$ cat src/rtl/seq_game_controller_if.sv
// Bundle between the sequence-game controller and its board:
// start request, player entry, sequence memory port and status/display outputs.
interface seq_game_controller_if #(
    parameter int DATA_W   = 4,
    parameter int N_ROUNDS = 16,
    parameter int N_LIVES  = 1
);
    localparam int AW = (N_ROUNDS > 1) ? $clog2(N_ROUNDS) : 1;
    localparam int VW = (N_LIVES > 0) ? $clog2(N_LIVES + 1) : 1;

    logic              iniciar;
    logic [DATA_W-1:0] mem_data;
    logic [DATA_W-1:0] jogada;
    logic              jogada_valid;
    logic [AW-1:0]     mem_addr;
    logic [DATA_W-1:0] leds;
    logic [AW-1:0]     rodada;
    logic [VW-1:0]     vidas;
    logic              pronto;
    logic              acertou;
    logic              errou;
    logic              timeout;
    logic [3:0]        db_estado;

    // Controller side.
    modport master (
        input  iniciar, mem_data, jogada, jogada_valid,
        output mem_addr, leds, rodada, vidas,
        output pronto, acertou, errou, timeout, db_estado
    );

    // Board / environment side.
    modport slave (
        output iniciar, mem_data, jogada, jogada_valid,
        input  mem_addr, leds, rodada, vidas,
        input  pronto, acertou, errou, timeout, db_estado
    );
endinterface

$ cat src/rtl/seq_game_controller.sv
// Memory-sequence game controller: plays back a growing sequence, checks player
// entries, tracks lives and timeouts. Ports: clock, reset (async, active-low), bus.
module seq_game_controller #(
    parameter int DATA_W   = 4,
    parameter int N_ROUNDS = 16,
    parameter int T_SHOW   = 1000,
    parameter int T_GAP    = 500,
    parameter int T_PLAY   = 5000,
    parameter int N_LIVES  = 1
) (
    input  logic                 clock,
    input  logic                 reset,
    seq_game_controller_if.master bus
);
    localparam int AW   = (N_ROUNDS > 1) ? $clog2(N_ROUNDS) : 1;
    localparam int VW   = (N_LIVES > 0) ? $clog2(N_LIVES + 1) : 1;
    localparam int TMX1 = (T_SHOW > T_GAP) ? T_SHOW : T_GAP;
    localparam int TMAX = (TMX1 > T_PLAY) ? TMX1 : T_PLAY;
    localparam int TW   = $clog2(TMAX + 1);

    localparam logic [TW-1:0] SHOW_END = TW'(T_SHOW - 1);
    localparam logic [TW-1:0] GAP_END  = TW'(T_GAP - 1);
    localparam logic [TW-1:0] PLAY_END = TW'(T_PLAY - 1);
    localparam logic [AW-1:0] LAST_RND = AW'(N_ROUNDS - 1);
    localparam logic [VW-1:0] LIVES0   = VW'(N_LIVES);

    typedef enum logic [3:0] {
        IDLE       = 4'd0,
        PREP       = 4'd1,
        INIT_SEQ   = 4'd2,
        LOAD       = 4'd3,
        SHOW       = 4'd4,
        GAP        = 4'd5,
        WAIT       = 4'd6,
        CHECK      = 4'd7,
        NEXT_ROUND = 4'd8,
        REPLAY     = 4'd9,
        WIN        = 4'd10,
        LOSE       = 4'd11,
        TMO        = 4'd12
    } state_t;

    state_t            state, stateN;
    logic [AW-1:0]     lvl, lvlN;
    logic [AW-1:0]     elem, elemN;
    logic [TW-1:0]     timer, timerN, timerInc;
    logic [VW-1:0]     vidasQ, vidasN;
    logic [DATA_W-1:0] disp, dispN;
    logic [DATA_W-1:0] cap, capN;

    // Saturating increment; terminal counts always leave the state first.
    assign timerInc = (timer == {TW{1'b1}}) ? timer : timer + 1'b1;

    always_ff @(posedge clock or negedge reset) begin
        if (!reset) begin
            state  <= IDLE;
            lvl    <= '0;
            elem   <= '0;
            timer  <= '0;
            vidasQ <= LIVES0;
            disp   <= '0;
            cap    <= '0;
        end else begin
            state  <= stateN;
            lvl    <= lvlN;
            elem   <= elemN;
            timer  <= timerN;
            vidasQ <= vidasN;
            disp   <= dispN;
            cap    <= capN;
        end
    end

    always_comb begin
        stateN = state;
        lvlN   = lvl;
        elemN  = elem;
        timerN = timer;
        vidasN = vidasQ;
        dispN  = disp;
        capN   = cap;
        case (state)
            IDLE: begin
                if (bus.iniciar) stateN = PREP;
            end
            PREP: begin
                lvlN   = '0;
                elemN  = '0;
                timerN = '0;
                vidasN = LIVES0;
                dispN  = '0;
                stateN = INIT_SEQ;
            end
            INIT_SEQ: begin
                elemN  = '0;
                timerN = '0;
                stateN = LOAD;
            end
            LOAD: begin
                dispN  = bus.mem_data;
                timerN = '0;
                stateN = SHOW;
            end
            SHOW: begin
                if (timer == SHOW_END) begin
                    timerN = '0;
                    stateN = GAP;
                end else begin
                    timerN = timerInc;
                end
            end
            GAP: begin
                if (timer == GAP_END) begin
                    timerN = '0;
                    if (elem < lvl) begin
                        elemN  = elem + 1'b1;
                        stateN = LOAD;
                    end else begin
                        elemN  = '0;
                        stateN = WAIT;
                    end
                end else begin
                    timerN = timerInc;
                end
            end
            WAIT: begin
                // An entry on the last allowed cycle still counts.
                if (bus.jogada_valid) begin
                    capN   = bus.jogada;
                    stateN = CHECK;
                end else if (timer == PLAY_END) begin
                    stateN = TMO;
                end else begin
                    timerN = timerInc;
                end
            end
            CHECK: begin
                if (cap == bus.mem_data) begin
                    if (elem < lvl) begin
                        elemN  = elem + 1'b1;
                        timerN = '0;
                        stateN = WAIT;
                    end else if (lvl < LAST_RND) begin
                        stateN = NEXT_ROUND;
                    end else begin
                        stateN = WIN;
                    end
                end else if (vidasQ > VW'(1)) begin
                    vidasN = vidasQ - 1'b1;
                    stateN = REPLAY;
                end else begin
                    vidasN = '0;
                    stateN = LOSE;
                end
            end
            NEXT_ROUND: begin
                if (lvl < LAST_RND) lvlN = lvl + 1'b1;
                stateN = INIT_SEQ;
            end
            REPLAY: begin
                stateN = INIT_SEQ;
            end
            WIN, LOSE, TMO: begin
                if (bus.iniciar) stateN = PREP;
            end
            default: begin
                stateN = IDLE;
            end
        endcase
    end

    always_comb begin
        bus.leds = '0;
        if (state == SHOW) begin
            bus.leds = disp;
        end else if (state == WAIT && bus.jogada_valid) begin
            bus.leds = bus.jogada;
        end
    end

    assign bus.mem_addr  = elem;
    assign bus.rodada    = lvl;
    assign bus.vidas     = vidasQ;
    assign bus.pronto    = (state == WIN) || (state == LOSE) || (state == TMO);
    assign bus.acertou   = (state == WIN);
    assign bus.errou     = (state == LOSE) || (state == TMO);
    assign bus.timeout   = (state == TMO);
    assign bus.db_estado = (state > TMO) ? 4'hF : 4'(state);
endmodule

$ cat src/flat_wrapper.sv
// flat-port wrapper written by rule: the top's interface ports become plain ports
module seq_game_controller_flat 
#(
    parameter int DATA_W   = 4,
    parameter int N_ROUNDS = 16,
    parameter int T_SHOW   = 1000,
    parameter int T_GAP    = 500,
    parameter int T_PLAY   = 5000,
    parameter int N_LIVES  = 1
)
  (clock, reset, bus_iniciar, bus_mem_data, bus_jogada, bus_jogada_valid, bus_mem_addr, bus_leds, bus_rodada, bus_vidas, bus_pronto, bus_acertou, bus_errou, bus_timeout, bus_db_estado);
  seq_game_controller_if #(.DATA_W(DATA_W), .N_ROUNDS(N_ROUNDS), .N_LIVES(N_LIVES)) bus_i ();
  input  logic clock;
  input  logic reset;
  input wire logic [$bits(bus_i.iniciar)-1:0] bus_iniciar;
  input wire logic [$bits(bus_i.mem_data)-1:0] bus_mem_data;
  input wire logic [$bits(bus_i.jogada)-1:0] bus_jogada;
  input wire logic [$bits(bus_i.jogada_valid)-1:0] bus_jogada_valid;
  output wire logic [$bits(bus_i.mem_addr)-1:0] bus_mem_addr;
  output wire logic [$bits(bus_i.leds)-1:0] bus_leds;
  output wire logic [$bits(bus_i.rodada)-1:0] bus_rodada;
  output wire logic [$bits(bus_i.vidas)-1:0] bus_vidas;
  output wire logic [$bits(bus_i.pronto)-1:0] bus_pronto;
  output wire logic [$bits(bus_i.acertou)-1:0] bus_acertou;
  output wire logic [$bits(bus_i.errou)-1:0] bus_errou;
  output wire logic [$bits(bus_i.timeout)-1:0] bus_timeout;
  output wire logic [$bits(bus_i.db_estado)-1:0] bus_db_estado;
  assign bus_i.iniciar = bus_iniciar;
  assign bus_i.mem_data = bus_mem_data;
  assign bus_i.jogada = bus_jogada;
  assign bus_i.jogada_valid = bus_jogada_valid;
  assign bus_mem_addr = bus_i.mem_addr;
  assign bus_leds = bus_i.leds;
  assign bus_rodada = bus_i.rodada;
  assign bus_vidas = bus_i.vidas;
  assign bus_pronto = bus_i.pronto;
  assign bus_acertou = bus_i.acertou;
  assign bus_errou = bus_i.errou;
  assign bus_timeout = bus_i.timeout;
  assign bus_db_estado = bus_i.db_estado;
  seq_game_controller #(.DATA_W(DATA_W), .N_ROUNDS(N_ROUNDS), .T_SHOW(T_SHOW), .T_GAP(T_GAP), .T_PLAY(T_PLAY), .N_LIVES(N_LIVES)) u_core (.clock(clock), .reset(reset), .bus(bus_i));
endmodule
$ cat config.mk
export PLATFORM = sky130hd
export DESIGN_NAME = seq_game_controller_flat
export DESIGN_NICKNAME = d
export VERILOG_FILES = /design/src/rtl/seq_game_controller_if.sv /design/src/rtl/seq_game_controller.sv /design/src/flat_wrapper.sv
export SDC_FILE = /design/constraint.sdc
export NUM_CORES = 1
export LEC_CHECK = 0
export ABC_AREA = 1
export CAP_MARGIN = 10
export CORE_UTILIZATION = 51
export DETAILED_ROUTE_END_ITERATION = 10
export PLACE_DENSITY = 0.77
export RECOVER_POWER = 50
export SLEW_MARGIN = 20
export SYNTH_ARGS = -nofsm -noshare
export SYNTH_HDL_FRONTEND = slang
export SYNTH_SLANG_ARGS = --single-unit
$ cat constraint.sdc
create_clock -name clock -period 2 [get_ports clock]
set_clock_uncertainty 0.2 [all_clocks]
set_input_delay 0.4 -clock clock [delete_from_list [all_inputs] [get_ports clock]]
set_output_delay 0.4 -clock clock [all_outputs]
set_load 0.05 [all_outputs]
==> impl_table.tex <==
\begin{tabular}{lr}
\hline
Metric & Value \\
\hline
\multicolumn{2}{l}{\textbf{Detailed routing}} \\
Wirelength, routed & $\sim$11,000 um \\
Final antenna-violating net count & 0 \\
DRC & 0 \\
Average vias per placed instance & $\sim$6 \\
DR vias & between 3k and 4k \\
Post-detailed-route wirelength per cell & 19.02 um \\
Detailed router's first-iteration violation count & 501 \\
Pre-antenna DRT Iters & 5 \\
\multicolumn{2}{l}{\textbf{Finish}} \\
Number of nets in the layout & roughly 500 \\
Final Cell Area & 0.004055 mm2 \\
Number of antenna cells inserted & 0 \\
Fraction of final layout cells with drive strength greater than 1 & 38.87\% \\
Fillcell total & 255 \\
P\&R area growth vs syn & 53.09\% \\
Post-Layout Cell Count & $\sim$560 \\
\multicolumn{2}{l}{\textbf{Synthesis}} \\
Top post-synthesis cells by count & sky130\_fd\_sc\_hd\_\_nand2\_1 (134), sky130\_fd\_sc\_hd\_\_nand3\_1 (50), sky130\_fd\_sc\_hd\_\_inv\_1 (42) \\
Top flip-flop cell by instance count after synthesis & sky130\_fd\_sc\_hd\_\_dfrtp\_1 \\
Combinational family with the most area after synthesis & simple AND/OR/NAND/NOR gates \\
Share of the synthesized netlist area taken by xor and xnor gates & 1.984\% \\
Post-synthesis adder-cell area fraction & 2.834\% \\
Synthesized flop and latch total & 34 \\
Area fraction in compound gates after synthesis & 10.49\% \\
Mean post-synth cell area & 6.589 um2 \\
Most instantiated library cell after synthesis & sky130\_fd\_sc\_hd\_\_nand2\_1 \\
Number of synthesized flops with an enable pin & 0 \\
Post-synthesis instance area & between 0.002 and 0.003 mm2 \\
Synth unique cells & 34 \\
Post-synthesis simple-gate area fraction & 43.60\% \\
Area share of the largest cell type after synthesis & around 31\% \\
Mux contribution to synthesized area & 0\% \\
Synth area leaders & sky130\_fd\_sc\_hd\_\_dfrtp\_1 (31\%), sky130\_fd\_sc\_hd\_\_nand2\_1 (19\%), sky130\_fd\_sc\_hd\_\_nand3\_1 (9.4\%) \\
Area leader, netlist & sky130\_fd\_sc\_hd\_\_dfrtp\_1 \\
Synthesis warning total & 0 \\
Share of synthesized flip-flops with an asynchronous set or reset & 100.0\% \\
Post-Synthesis Net Count & 420 \\
Post-synthesis instance total & 402 \\
Sequential fraction of the synthesis area & 32.17\% \\
\multicolumn{2}{l}{\textbf{Timing}} \\
Final number of max-transition violations & 0 \\
Unrepaired setup endpoints after global routing & true \\
Aggregate negative setup slack & -0.9800 ns \\
Number of failing setup endpoints in the final timing report & 23 \\
Setup slack of the critical path after layout & -0.1193 ns \\
Worst hold slack & 0.2501 ns \\
Post-route clock period utilization & 106.0\% \\
Final Hold Violating Endpoints & 0 \\
F\_max & 471.9 MHz \\
Tmin final & 2.119 ns \\
Max transition margin & 39.43\% \\
Transition time of the tightest slew-check pin & roughly 0.91 ns \\
\multicolumn{2}{l}{\textbf{Global routing}} \\
Via count of the first global-routing pass & 2,956 \\
Global Route Usage Sum & between 30 and 40\% \\
Grt total ovfl & 0 \\
Wire length of the first global-routing pass & 13,380 um \\
Antenna violations before repair & 0 \\
Pin count of the biggest net entering global routing & 35 \\
\multicolumn{2}{l}{\textbf{Power}} \\
Reported net switching power & 0.0003422 W \\
Static Leakage & $\sim$2.1 nW \\
Switching share of power & approximately 23\% \\
Part of the power in the clock network & about 47\% \\
Combinational share of power & 6.9\% \\
Worst vdd ir & 0.3743 mV \\
Sequential share of power & 46.5\% \\
Internal & 0.001145 W \\
Overall power & roughly 0.0015 W \\
Pwr dens & $\sim$370 mW/mm2 \\
\multicolumn{2}{l}{\textbf{Outcome}} \\
Outcome & finished with violations \\
Violated checks & negative setup slack \\
\multicolumn{2}{l}{\textbf{Place}} \\
Standard cell area after detailed placement & 0.003386 mm2 \\
Count of input and output buffers & 32 \\
Dpl hpwl & about 5500 um \\
Number of cells in the design after placement & 527 \\
RD Place Congestion & approximately 0.92 \\
\multicolumn{2}{l}{\textbf{Clocking}} \\
Deepest clock path buffer count & 2 \\
CTS root buffer & sky130\_fd\_sc\_hd\_\_clkbuf\_8 \\
Register clock-pin slew on the reported worst setup and hold paths & roughly 0.070 ns \\
Number of clock sinks & 34 \\
Number of clock buffers inserted by TritonCTS & 5 \\
H-tree depth reported by CTS & 2 \\
Clock latency reported for the late side of the worst-skew pair & 0.30 ns \\
CTS tree & done \\
\multicolumn{2}{l}{\textbf{Setup path}} \\
CP Data Required Time & 1.40 ns \\
Type of origin of the critical path & flop \\
Data arrival at the endpoint of the critical path & about 1.5 ns \\
Setup crit end kind & primary output \\
Top fanout value on the critical path & 6 \\
Kind of critical path & flop to primary output \\
\multicolumn{2}{l}{\textbf{Floorplan}} \\
Count of boundary I/O pins & 33 \\
Vertical extent of the die & 74.07 um \\
Die X & 74.07 um \\
Core ar. & 0.004848 mm2 \\
DIE AREA & 0.005486 mm2 \\
Effective utilization at floorplan & a little over half \\
Row cnt & 25 \\
\multicolumn{2}{l}{\textbf{Hold path}} \\
HP Class & input pin to flop \\
\multicolumn{2}{l}{\textbf{Flow run}} \\
Maxcap violations & 0 \\
\hline
\end{tabular}
[final timing paths]
kind | start | to | slack (ns) | cells after the start
worst min register to register | u_core.bus.vidas$_DFFE_PN1P_ | u_core.bus.vidas$_DFFE_PN1P_ | 0.32 | 2
worst min-delay path | bus_mem_data[3] | u_core.disp[3]$_DFFE_PN0P_ | 0.25 | 3
min in group asynchronous | reset | u_core.timer[5]$_DFFE_PN0P_ | 0.56 | 2
worst max register to register | u_core.state[3]$_DFFE_PN0P_ | u_core.state[0]$_DFFE_PN0P_ | -0.07 | 9
worst max-delay path | u_core.state[1]$_DFFE_PN0P_ | bus_leds[0] | -0.12 | 6
max in group asynchronous | reset | u_core.bus.rodada[2]$_DFFE_PN0P_ | 0.41 | 2
[final cells by class]
cell class / count / area (um2) / share of cell area [%]
multi-input combinational: 311 / 1881 / 46.37
clock inverter: 1 / 30.03 / 0.7405
inverter: 48 / 190.2 / 4.690
timing repair buffer: 93 / 920.9 / 22.71
sequential: 34 / 863.3 / 21.29
clock buffer: 7 / 86.33 / 2.129
tap: 67 / 83.83 / 2.067
[worst max-delay path: stages, from the launching register on]
cell                      delay [ns]
sky130_fd_sc_hd__dfrtp_2        0.49
sky130_fd_sc_hd__nor2_4         0.13
sky130_fd_sc_hd__inv_2          0.07
sky130_fd_sc_hd__nor2_4         0.12
sky130_fd_sc_hd__inv_4          0.09
sky130_fd_sc_hd__o21ai_4        0.16
sky130_fd_sc_hd__buf_12         0.15
[repair_timing]
action,CTS,global route
setup buffers,5,19
gates cloned,0,3
pin swaps,2,27
hold buffers,0,0
gates resized for setup,39,54
setup endpoints to repair,9,28
[power groups by stage]
stage | clock (W) | combinational [W] | sequential [W]
final | 0.000692 | 0.000103 | 0.000692
after global routing | 0.000723 | 0.000110 | 0.000692
after CTS | 0.000685 | 0.000105 | 0.000692
after detailed placement | 0 | 0.0000973 | 0.000706
after global placement | 0 | 0.0000958 | 0.000705
after floorplan | 0 | 0.0000295 | 0.000705
[layer usage]
layer	global-route usage (%)	up-vias	part of all wire (%)
met1	36.37	1581	36
met5	0	-	0
met2	58.18	255	50
met4	17.09	0	5.4
met3	5.827	64	8.8
li1	-	1484	-
[through the flow]
stage | utilization [%] | worst slack (ns)
floorplan | - | -0.09572
CTS | 75.72 | -0.09669
finish | 83.64 | -0.1193
global route | 83.64 | -0.1660
detailed placement | 69.83 | -0.1745
global placement | 69.83 | -0.1312
[placed cells by master (no fill, tap or decap), drive strengths merged, types with 4 or more instances in the layout]
| cell | netlist | layout |
|---|---|---|
| nand2 | 145 | 145 |
| buf | 6 | 79 |
| nand3 | 52 | 52 |
| inv | 48 | 48 |
| nor2 | 37 | 37 |
| o21ai | 37 | 37 |
| dfrtp | 33 | 33 |
| clkbuf | 3 | 10 |
| nand4 | 9 | 9 |
| clkdlybuf4s50 | 0 | 6 |
| nor3 | 6 | 6 |
| ha | 6 | 6 |
| dlymetal6s2s | 0 | 4 |
| a21oi | 4 | 4 |
| xnor2 | 4 | 4 |
[flip-flops by register name, indices dropped and copies added, names as in the netlist]
| register | flops |
|---|---|
| u_core.bus.mem_addr | 4 |
| u_core.bus.rodada | 4 |
| u_core.bus.vidas | 1 |
| u_core.cap | 4 |
| u_core.disp | 4 |
| u_core.state | 4 |
| u_core.timer | 13 |
[logic make-up (layout without fill, tap and decap cells)]
logic type	after synthesis	after routing
simple gates	251	251
fa+ha+maj	6	6
compound gates	48	48
xor+xnor	6	6
buf+inv	57	149
flops	34	34
Note: power is estimated with default switching activity, not from simulation.
